[src/rtl/cpu_ctrl_pkg.sv]
// Shared definitions for the CPU control unit: opcodes, ALU select codes,
// FSM states and instruction classes.
package cpu_ctrl_pkg;

    typedef enum logic [3:0] {
        ST_RST,
        ST_T0,
        ST_T1,
        ST_T2,
        ST_T3,
        ST_T4,
        ST_T5,
        ST_T6,
        ST_T7,
        ST_HALT
    } state_t;

    typedef enum logic [3:0] {
        CLS_RTYPE,
        CLS_IMM,
        CLS_MULDIV,
        CLS_UNARY,
        CLS_LD,
        CLS_ST,
        CLS_NOP,
        CLS_HALT,
        CLS_ILLEGAL
    } op_class_t;

    localparam logic [4:0] OP_LD   = 5'b00000;
    localparam logic [4:0] OP_ST   = 5'b00010;
    localparam logic [4:0] OP_ADD  = 5'b00011;
    localparam logic [4:0] OP_SUB  = 5'b00100;
    localparam logic [4:0] OP_AND  = 5'b00101;
    localparam logic [4:0] OP_OR   = 5'b00110;
    localparam logic [4:0] OP_SHR  = 5'b00111;
    localparam logic [4:0] OP_SHL  = 5'b01000;
    localparam logic [4:0] OP_ROR  = 5'b01001;
    localparam logic [4:0] OP_ROL  = 5'b01010;
    localparam logic [4:0] OP_ADDI = 5'b01011;
    localparam logic [4:0] OP_ANDI = 5'b01100;
    localparam logic [4:0] OP_ORI  = 5'b01101;
    localparam logic [4:0] OP_MUL  = 5'b01110;
    localparam logic [4:0] OP_DIV  = 5'b01111;
    localparam logic [4:0] OP_NEG  = 5'b10000;
    localparam logic [4:0] OP_NOT  = 5'b10001;
    localparam logic [4:0] OP_NOP  = 5'b11000;
    localparam logic [4:0] OP_HALT = 5'b11001;

    localparam logic [4:0] ALU_NONE = 5'b00000;
    localparam logic [4:0] ALU_ADD  = 5'b00011;
    localparam logic [4:0] ALU_AND  = 5'b00101;
    localparam logic [4:0] ALU_OR   = 5'b00110;
    localparam logic [4:0] ALU_INC  = 5'b11111;

    // Immediate forms reuse the register-register ALU operation
    function automatic logic [4:0] imm_alu(input logic [4:0] op);
        case (op)
            OP_ADDI: return ALU_ADD;
            OP_ANDI: return ALU_AND;
            default: return ALU_OR;
        endcase
    endfunction

endpackage

[src/rtl/opcode_decode.sv]
// Maps a 5-bit opcode to its instruction class; undefined codes map to ILLEGAL.
module opcode_decode
    import cpu_ctrl_pkg::*;
(
    input  logic [4:0] opcode,
    output op_class_t  op_class
);

    always_comb begin
        op_class = CLS_ILLEGAL;
        case (opcode)
            OP_ADD, OP_SUB, OP_AND, OP_OR,
            OP_SHR, OP_SHL, OP_ROR, OP_ROL: op_class = CLS_RTYPE;
            OP_ADDI, OP_ANDI, OP_ORI:       op_class = CLS_IMM;
            OP_MUL, OP_DIV:                 op_class = CLS_MULDIV;
            OP_NEG, OP_NOT:                 op_class = CLS_UNARY;
            OP_LD:                          op_class = CLS_LD;
            OP_ST:                          op_class = CLS_ST;
            OP_NOP:                         op_class = CLS_NOP;
            OP_HALT:                        op_class = CLS_HALT;
            default:                        op_class = CLS_ILLEGAL;
        endcase
    end

endmodule

[src/rtl/control_unit.sv]
// Moore control unit: fetch T0-T2, class-specific execute T3-T7, HALT until clr.
// Control outputs decode from the state register and the latched opcode.
module control_unit
    import cpu_ctrl_pkg::*;
(
    input  logic        clk,
    input  logic        clr,
    input  logic [31:0] ir,
    input  logic        mem_done,
    input  logic        stop,
    output logic        pc_out,
    output logic        pc_in,
    output logic        mar_in,
    output logic        mdr_in,
    output logic        mdr_out,
    output logic        ir_in,
    output logic        y_in,
    output logic        z_in,
    output logic        zlow_out,
    output logic        zhi_out,
    output logic        hi_in,
    output logic        lo_in,
    output logic        c_out,
    output logic        gra,
    output logic        grb,
    output logic        grc,
    output logic        r_in,
    output logic        r_out,
    output logic        ba_out,
    output logic        read,
    output logic        write,
    output logic [4:0]  alu_select,
    output logic        run,
    output logic        illegal
);

    state_t     state;
    logic [4:0] opcode;
    logic [4:0] dec_op;
    op_class_t  op_class;
    state_t     end_state;
    logic       unused_ir;

    assign unused_ir = ^ir[26:0];

    // In T2 the instruction is still on ir; afterwards only the latched copy counts
    assign dec_op    = (state == ST_T2) ? ir[31:27] : opcode;
    assign end_state = stop ? ST_HALT : ST_T0;

    opcode_decode u_decode (
        .opcode   (dec_op),
        .op_class (op_class)
    );

    always_ff @(posedge clk) begin
        if (clr) begin
            state   <= ST_RST;
            opcode  <= '0;
            illegal <= 1'b0;
        end else begin
            illegal <= (state == ST_T2) && (op_class == CLS_ILLEGAL);
            if (state == ST_T2)
                opcode <= ir[31:27];
            case (state)
                ST_RST: state <= ST_T0;
                ST_T0:  state <= ST_T1;
                ST_T1:  if (mem_done) state <= ST_T2;
                ST_T2: begin
                    case (op_class)
                        CLS_NOP, CLS_ILLEGAL: state <= end_state;
                        CLS_HALT:             state <= ST_HALT;
                        default:              state <= ST_T3;
                    endcase
                end
                ST_T3:  state <= ST_T4;
                ST_T4:  state <= (op_class == CLS_UNARY) ? end_state : ST_T5;
                ST_T5: begin
                    if (op_class == CLS_RTYPE || op_class == CLS_IMM)
                        state <= end_state;
                    else
                        state <= ST_T6;
                end
                ST_T6: begin
                    if (op_class == CLS_MULDIV)
                        state <= end_state;
                    else if (op_class == CLS_ST || mem_done)
                        state <= ST_T7;
                end
                ST_T7: begin
                    if (op_class == CLS_LD || mem_done)
                        state <= end_state;
                end
                ST_HALT: state <= ST_HALT;
                default: state <= ST_RST;
            endcase
        end
    end

    always_comb begin
        pc_out = 1'b0; pc_in = 1'b0; mar_in = 1'b0; mdr_in = 1'b0;
        mdr_out = 1'b0; ir_in = 1'b0; y_in = 1'b0; z_in = 1'b0;
        zlow_out = 1'b0; zhi_out = 1'b0; hi_in = 1'b0; lo_in = 1'b0;
        c_out = 1'b0; gra = 1'b0; grb = 1'b0; grc = 1'b0;
        r_in = 1'b0; r_out = 1'b0; ba_out = 1'b0; read = 1'b0; write = 1'b0;
        alu_select = ALU_NONE;
        run = (state != ST_RST) && (state != ST_HALT);
        case (state)
            ST_T0: begin pc_out = 1'b1; mar_in = 1'b1; z_in = 1'b1; alu_select = ALU_INC; end
            ST_T1: begin zlow_out = 1'b1; pc_in = 1'b1; read = 1'b1; mdr_in = 1'b1; end
            ST_T2: begin mdr_out = 1'b1; ir_in = 1'b1; end
            ST_T3: begin
                case (op_class)
                    CLS_RTYPE, CLS_IMM: begin grb = 1'b1; r_out = 1'b1; y_in = 1'b1; end
                    CLS_MULDIV:         begin gra = 1'b1; r_out = 1'b1; y_in = 1'b1; end
                    CLS_UNARY: begin
                        grb = 1'b1; r_out = 1'b1; z_in = 1'b1; alu_select = opcode;
                    end
                    CLS_LD, CLS_ST:     begin grb = 1'b1; ba_out = 1'b1; y_in = 1'b1; end
                    default: ;
                endcase
            end
            ST_T4: begin
                case (op_class)
                    CLS_RTYPE: begin grc = 1'b1; r_out = 1'b1; z_in = 1'b1; alu_select = opcode; end
                    CLS_IMM:   begin c_out = 1'b1; z_in = 1'b1; alu_select = imm_alu(opcode); end
                    CLS_MULDIV: begin grb = 1'b1; r_out = 1'b1; z_in = 1'b1; alu_select = opcode; end
                    CLS_UNARY: begin zlow_out = 1'b1; gra = 1'b1; r_in = 1'b1; end
                    CLS_LD, CLS_ST: begin c_out = 1'b1; z_in = 1'b1; alu_select = ALU_ADD; end
                    default: ;
                endcase
            end
            ST_T5: begin
                case (op_class)
                    CLS_RTYPE, CLS_IMM: begin zlow_out = 1'b1; gra = 1'b1; r_in = 1'b1; end
                    CLS_MULDIV:         begin zlow_out = 1'b1; lo_in = 1'b1; end
                    CLS_LD, CLS_ST:     begin zlow_out = 1'b1; mar_in = 1'b1; end
                    default: ;
                endcase
            end
            ST_T6: begin
                case (op_class)
                    CLS_MULDIV: begin zhi_out = 1'b1; hi_in = 1'b1; end
                    CLS_LD:     begin read = 1'b1; mdr_in = 1'b1; end
                    CLS_ST:     begin gra = 1'b1; r_out = 1'b1; mdr_in = 1'b1; end
                    default: ;
                endcase
            end
            ST_T7: begin
                case (op_class)
                    CLS_LD:  begin mdr_out = 1'b1; gra = 1'b1; r_in = 1'b1; end
                    CLS_ST:  write = 1'b1;
                    default: ;
                endcase
            end
            default: ;
        endcase
    end

endmodule

[config.mk]
export PLATFORM = sky130hd
export DESIGN_NAME = control_unit
export DESIGN_NICKNAME = d
export VERILOG_FILES = /design/src/rtl/cpu_ctrl_pkg.sv /design/src/rtl/opcode_decode.sv /design/src/rtl/control_unit.sv
export SDC_FILE = /design/constraint.sdc
export NUM_CORES = 1
export LEC_CHECK = 0
export ABC_AREA = 1
export BUFFER_PORTS_ARGS = -buffer_cell sky130_fd_sc_hd__buf_2
export CAP_MARGIN = 20
export CORE_ASPECT_RATIO = 0.8
export CORE_UTILIZATION = 45
export CTS_CLUSTER_SIZE = 24
export DETAILED_ROUTE_END_ITERATION = 8
export MAX_ROUTING_LAYER = met4
export PLACE_DENSITY = 0.8
export SLEW_MARGIN = 10
export SYNTH_ARGS = -nofsm -noshare
export SYNTH_HDL_FRONTEND = slang
export SYNTH_SLANG_ARGS = --single-unit
[constraint.sdc]
create_clock -name clk -period 3 [get_ports clk]
set_input_delay 0.6 -clock clk [delete_from_list [all_inputs] [get_ports clk]]
set_output_delay 0.6 -clock clk [all_outputs]
set_load 0.01 [all_outputs]
==> flow_summary.yaml, run 1 <==
outcome:
  status: "finished, final reports clean"
critical_path:
  crit_path_max_fanout: 7
  crit_required_ns: 2.40
  worstReg2RegStart: "state[2]$_SDFFE_PP0P_"
  path_class: "reg -> out"
  cp-end-kind: "output pin"
  cp.arrival_ns: 2.33
  start_kind: "flip-flop"
  crit_start: "state[2]$_SDFFE_PP0P_"
clock_network:
  htreeDepth: 1
  cts_tree: "done"
  clockRootBuffer: "clkbuf_4"
  ctsHoldBuffers: 0
  ctsLongestPathBuffers: 2
  cts.sinks: 10
  path_clk_slew_ns: 0.06
  cts_buffers: 3
  clkLatencyLatePin_ns: 0.26
final_layout:
  layout-drive-gt1-share: 0.3992
  layout.cells.non_filler: 299
  syn2layout_area_growth_pct: 32.96
  layout.nets: 301
  design_area_um2: 1640
  antennaDiodeCount: 0
  final_cell_mix: "nand2_1, buf_2, inv_1, nor2_1, buf_4"
  layout_commonest_cell: "nand2_1"
synthesis:
  synth_ff_type: "dfxtp_1"
  yosysSeqAreaShare: 0.1623
  synthArstFlopShare: 0
  synth_warnings: 0
  synth_xor_area_frac: 0.007099
  synth-edff-count: 0
  synthSimpleGateAreaFrac: 0.5264
  syn-num-nets: 246
  synth_seq_cells: 10
  syn_inst: 210
  synth_fa_ha_area_frac: 0
  synthTopCellsByArea: "dfxtp_1, nand2_1, inv_1"
  synth_top_family_by_area: "simple AND/OR/NAND/NOR gates"
  synth_area_um2: 1234
  syn-mean-instance-area_um2: 5.875
  synth.distinct_cells: 29
  synth-compound-area-share: 0.1765
  synthMuxAreaShare: 0
  synth_top_area_frac: 0.1623
  synth_area_leader_cell: "dfxtp_1"
route:
  vias_per_cell: 5.224
  detail_route.wirelength_um: 3646
  route.detailed.drc: 0
  wl_per_cell_um: 12.19
  drt_iter0_drc: 110
  vias: 1562
  dr.pass1.iters: 4
  antenna_left: 0
floorplan:
  core-area_um2: 2522
  start_util: 0.4891
  die_w_um: 60.54
  dieHeight_um: 48.83
  core.rowCount: 16
  dieArea_um2: 2956
  ios: 64
timing:
  max_slew_margin: 0.6594
  tightest_slew_ns: 0.5070
  finClkSkew_ns: 0.004645
  setup_viol: 0
  rsz0062_at_grt: "yes"
  finalCritPeriodShare: 0.9761
  fmax_ghz: 0.3415
  finalMaxSlewViolations: 0
  finalWorstPathRequiredPeriod_ns: 2.928
  hold_viol: 0
global_route:
  grt_max_degree: 15
  grt_usage: 0.2493
  first_global_vias: 1225
  grt_antenna_before_repair: 0
  grt_pass1_wl_um: 5457
  overflow: 0
placement:
  dpl_cell_area_um2: 1459
  dp.final_hpwl_um: 2689
  placedCellCount: 282
  portBuffers: 36
  gp_congestion: 0.9131
power_and_ir_drop:
  p_leak_nw: 0.8448
  intPower_mw: 0.3763
  p_seq_frac: 0.211
  switching_share: 0.4871
  power.switching_mw: 0.3574
  powerDensity_nw_per_um2: 447.2
  p_total_mw: 0.7336
  vdd_drop_max_mv: 0.1972
  pwr-share-clk: 0.117
  combPwrFrac: 0.672
job:
  maxCapViolations: 0
min_path:
  min_path_type: "in -> reg"
  holdCritStartpoint: "clr"
## power by group through the flow
stage                     Clock, mW  Sequential [mW]  Combinational, mW
after CTS                    0.0886            0.155              0.419
after floorplan                   0            0.160              0.301
after global routing         0.0933            0.156              0.534
final                        0.0859            0.155              0.493
after global placement            0            0.157              0.414
after detailed placement          0            0.157              0.417
## sequential cells by signal (all words and copies together), names as in the netlist
name     count
opcode       5
state        4
illegal      1
## repair_timing
action                                  4_1_cts  5_1_grt
endpoints found under the setup margin        0        6
resized for setup                             0       13
buffers inserted                              0       13
## area by class of cell
cell class | count | area [um^2]
multi-input combinational | 162 | 933.4
fill | 233 | 882.1
tap | 36 | 45.04
inverter | 36 | 137.6
sequential | 10 | 201.4
timing repair buffer | 52 | 300.3
clock buffer | 3 | 22.52
## final timing paths
kind                                         endpoint  slack (ns)  cells after the start
worst max register to register  state[3]$_SDFFE_PP0P_        0.82                     13
worst min register to register  state[1]$_SDFFE_PP0P_        0.66                      3
worst max-delay path                              gra        0.07                     13
worst min-delay path            state[1]$_SDFFE_PP0P_        0.63                      2
## worst max-delay path, stage by stage, from the launching register on
cell      delay [ns]
dfxtp_2         0.34
nor2_4          0.26
nand2_8         0.13
o21ai_4         0.28
nand3_1         0.14
nand2_1         0.12
nand2_2         0.09
nand2_4         0.10
nor2_4          0.04
inv_2           0.09
nor2_1          0.06
nor3_2          0.13
o211ai_1        0.11
buf_2           0.15
## cells by family after synthesis
| group | count (synthesis) |
|---|---|
| buf+inv | 39 |
| xor+xnor | 1 |
| flops | 10 |
| compound gates | 33 |
| simple gates | 127 |
## through the flow
stage | setup TNS (ns) | utilization | setup slack, ns | hold slack [ns]
after global placement | 0 | 0.5784 | 0.3387 | 0.6479
after CTS | 0 | 0.5873 | 0.03246 | 0.6204
after global routing | -0.1561 | 0.6503 | -0.07217 | 0.6394
final | 0 | 0.6503 | 0.07172 | 0.6265
after floorplan | 0 | - | 0.5722 | 0.5495
after detailed placement | 0 | 0.5784 | 0.3358 | 0.6548
## Yosys cell counts (2+ instances only)
cell and n:
nand2_1 46, inv_1 28, nor2_1 28, nand3_1 17
o21ai_0 12, dfxtp_1 10, nand2_2 9, a21oi_1 8
inv_2 7, nand2_4 7, nand4_1 5, nor3_1 5
nor2_4 4, a21oi_2 3, nand3_2 2, nor2_2 2
o211ai_1 2, o21ai_1 2, o21ai_2 2, o21ai_4 2
## layer usage
metal | up-vias | track usage | part of all wire
li1 | 782 | - | -
met1 | 674 | 0.3811 | 0.47
met2 | 95 | 0.3205 | 0.41
met3 | 11 | 0.01857 | 0.098
met4 | 0 | 0.1250 | 0.026
met5 | - | - | 0
Note: power is estimated with default switching activity, not from simulation.
==> run 2: changes to the inputs <==
==> constraint.sdc (replaced) <==
create_clock -name clk -period 3 [get_ports clk]
set_input_delay 0.15 -clock clk [delete_from_list [all_inputs] [get_ports clk]]
set_output_delay 0.15 -clock clk [all_outputs]
set_load 0.01 [all_outputs]
==> flow_summary.yaml, run 2 (synthesis results as in run 1) <==
outcome:
  status: "finished, final reports clean"
global_route:
  first_global_vias: 1204
  grt_usage: 0.2458
  grt_antenna_before_repair: 0
  overflow: 0
  grt_max_degree: 15
  grt_pass1_wl_um: 5416
route:
  dr.pass1.iters: 4
  wl_per_cell_um: 11.61
  drt_iter0_drc: 109
  vias: 1429
  detail_route.wirelength_um: 3274
  antenna_left: 0
  vias_per_cell: 5.067
  route.detailed.drc: 0
final_layout:
  syn2layout_area_growth_pct: 18.26
  layout_commonest_cell: "nand2_1"
  largest_reg_flops: 5
  layout-drive-gt1-share: 0.3171
  design_area_um2: 1459
  regMostFlops: "opcode"
  antennaDiodeCount: 0
  layout.nets: 284
  top_regs: "opcode (5), state (4), illegal (1)"
  final_cell_mix: "nand2_1, buf_2, inv_1, nor2_1, nand3_1"
critical_path:
  crit_end: "gra"
  path_class: "reg -> out"
  path_depth: 14
  crit_path_max_fanout: 14
  worstReg2RegStart: "state[1]$_SDFFE_PP0P_"
  crit_start: "state[1]$_SDFFE_PP0P_"
  cp_cell_sequence: "nand2_2 > inv_2 > nand2_4 > o21ai_2 > nand3_1 > nand2_1 > nand2_1 > nand2_4 > nor2_4 > inv_2 > nor2_1 > nor3_2 > o211ai_1 > buf_2"
  timing.rr.end: "state[3]$_SDFFE_PP0P_"
  crit_buf_inv: 3
  rrSetupSlack_ns: 0.79
  slowest_delay_ns: 0.46
  rr_worst_depth: 12
  cp.arrival_ns: 2.50
  start_kind: "flip-flop"
  cp-end-kind: "output pin"
  crit_required_ns: 2.85
  critPathTopFamily: "simple AND/OR/NAND/NOR gates"
  slowest_stage: "dfxtp_1"
timing:
  setup_ws_ns: 0.3549
  finClkSkew_ns: 0.002286
  setup_viol: 0
  finalMaxSlewViolations: 0
  fmax_ghz: 0.3781
  max_slew_margin: 0.6865
  tightest_slew_ns: 0.4667
  finalCritPeriodShare: 0.8817
  tns_ns: 0
  rsz0062_at_grt: "no"
  whs_ns: 0.1745
  finalWorstPathRequiredPeriod_ns: 2.645
  hold_viol: 0
clock_network:
  cts_buffers: 3
  ctsLongestPathBuffers: 2
  clockRootBuffer: "clkbuf_4"
  htreeDepth: 1
  ctsHoldBuffers: 0
  ctsResizeCount: 0
  cts.sinks: 10
  path_clk_slew_ns: 0.06
  clkLatencyLatePin_ns: 0.26
  cts_tree: "done"
  post_cts_buffers: 0
power_and_ir_drop:
  vdd_drop_max_mv: 0.1977
  p_leak_nw: 0.7650
  powerDensity_nw_per_um2: 446.4
placement:
  portBuffers: 36
  dp.final_hpwl_um: 2658
  dpl_cell_area_um2: 1436
  gp_congestion: 0.8979
  dpl_worst_slack_ns: 0.6711
floorplan:
  ios: 64
  dieArea_um2: 2956
  core.rowCount: 16
  die_w_um: 60.54
  core-area_um2: 2522
  dieHeight_um: 48.83
  start_util: 0.4891
job:
  maxCapViolations: 0
min_path:
  min_path_type: "in -> reg"
-- run 2: cell types whose count changed in the layout (fill, tap and decap cells not counted), sizes merged --
cell	delta
buf	-16
nand2	-1
-- run 2: worst min path at each step --
stage                start                     to  cells past startpoint
floorplan           ir[29]   opcode[2]$_SDFF_PP0_                      2
global placement       clr  state[0]$_SDFFE_PP0P_                      2
detailed placement     clr  state[0]$_SDFFE_PP0P_                      2
CTS                    clr  state[0]$_SDFFE_PP0P_                      2
global route           clr  state[0]$_SDFFE_PP0P_                      2
finish                 clr  state[1]$_SDFFE_PP0P_                      2
-- run 2: area by class of cell --
class                           instances  area (um^2)
Clock buffer                            3        22.52
Fill cell                             269         1064
Inverter                               36        135.1
Multi-Input combinational cell        161        875.8
Sequential cell                        10        200.2
Tap cell                               36        45.04
Timing Repair Buffer                   36        180.2
-- run 2: metrics by stage --
step	util	std cells	total power, mW
after detailed placement	0.5694	279	0.5608
after floorplan	-	210	0.4606
final	0.5784	282	0.6513
after CTS	0.5784	282	0.6479
after global routing	0.5784	282	0.7054
after global placement	0.5694	279	0.5557
-- run 2: power by group --
| part | switching (mW) | total [mW] | internal [mW] |
|---|---|---|---|
| clock network | 0.0418 | 0.0879 | 0.0461 |
| logic | 0.272 | 0.403 | 0.131 |
| registers | 0.0167 | 0.161 | 0.144 |
-- run 2: per-layer routing --
layer  share of wire  wire length (um)  track usage
met5               0                 0            -
met3           0.069               225      0.02387
met2            0.41              1350       0.3333
met4          0.0064                21      0.07576
met1            0.51              1676       0.3781
-- run 2: worst reg2reg max path: cells and delay by family (launching register included) --
family	cells	cell delay (ns)
buffers and inverters	1	0.09
AOI/OAI and AO/OA	2	0.44
and+or+nand+nor	9	1.14
DFF	1	0.46
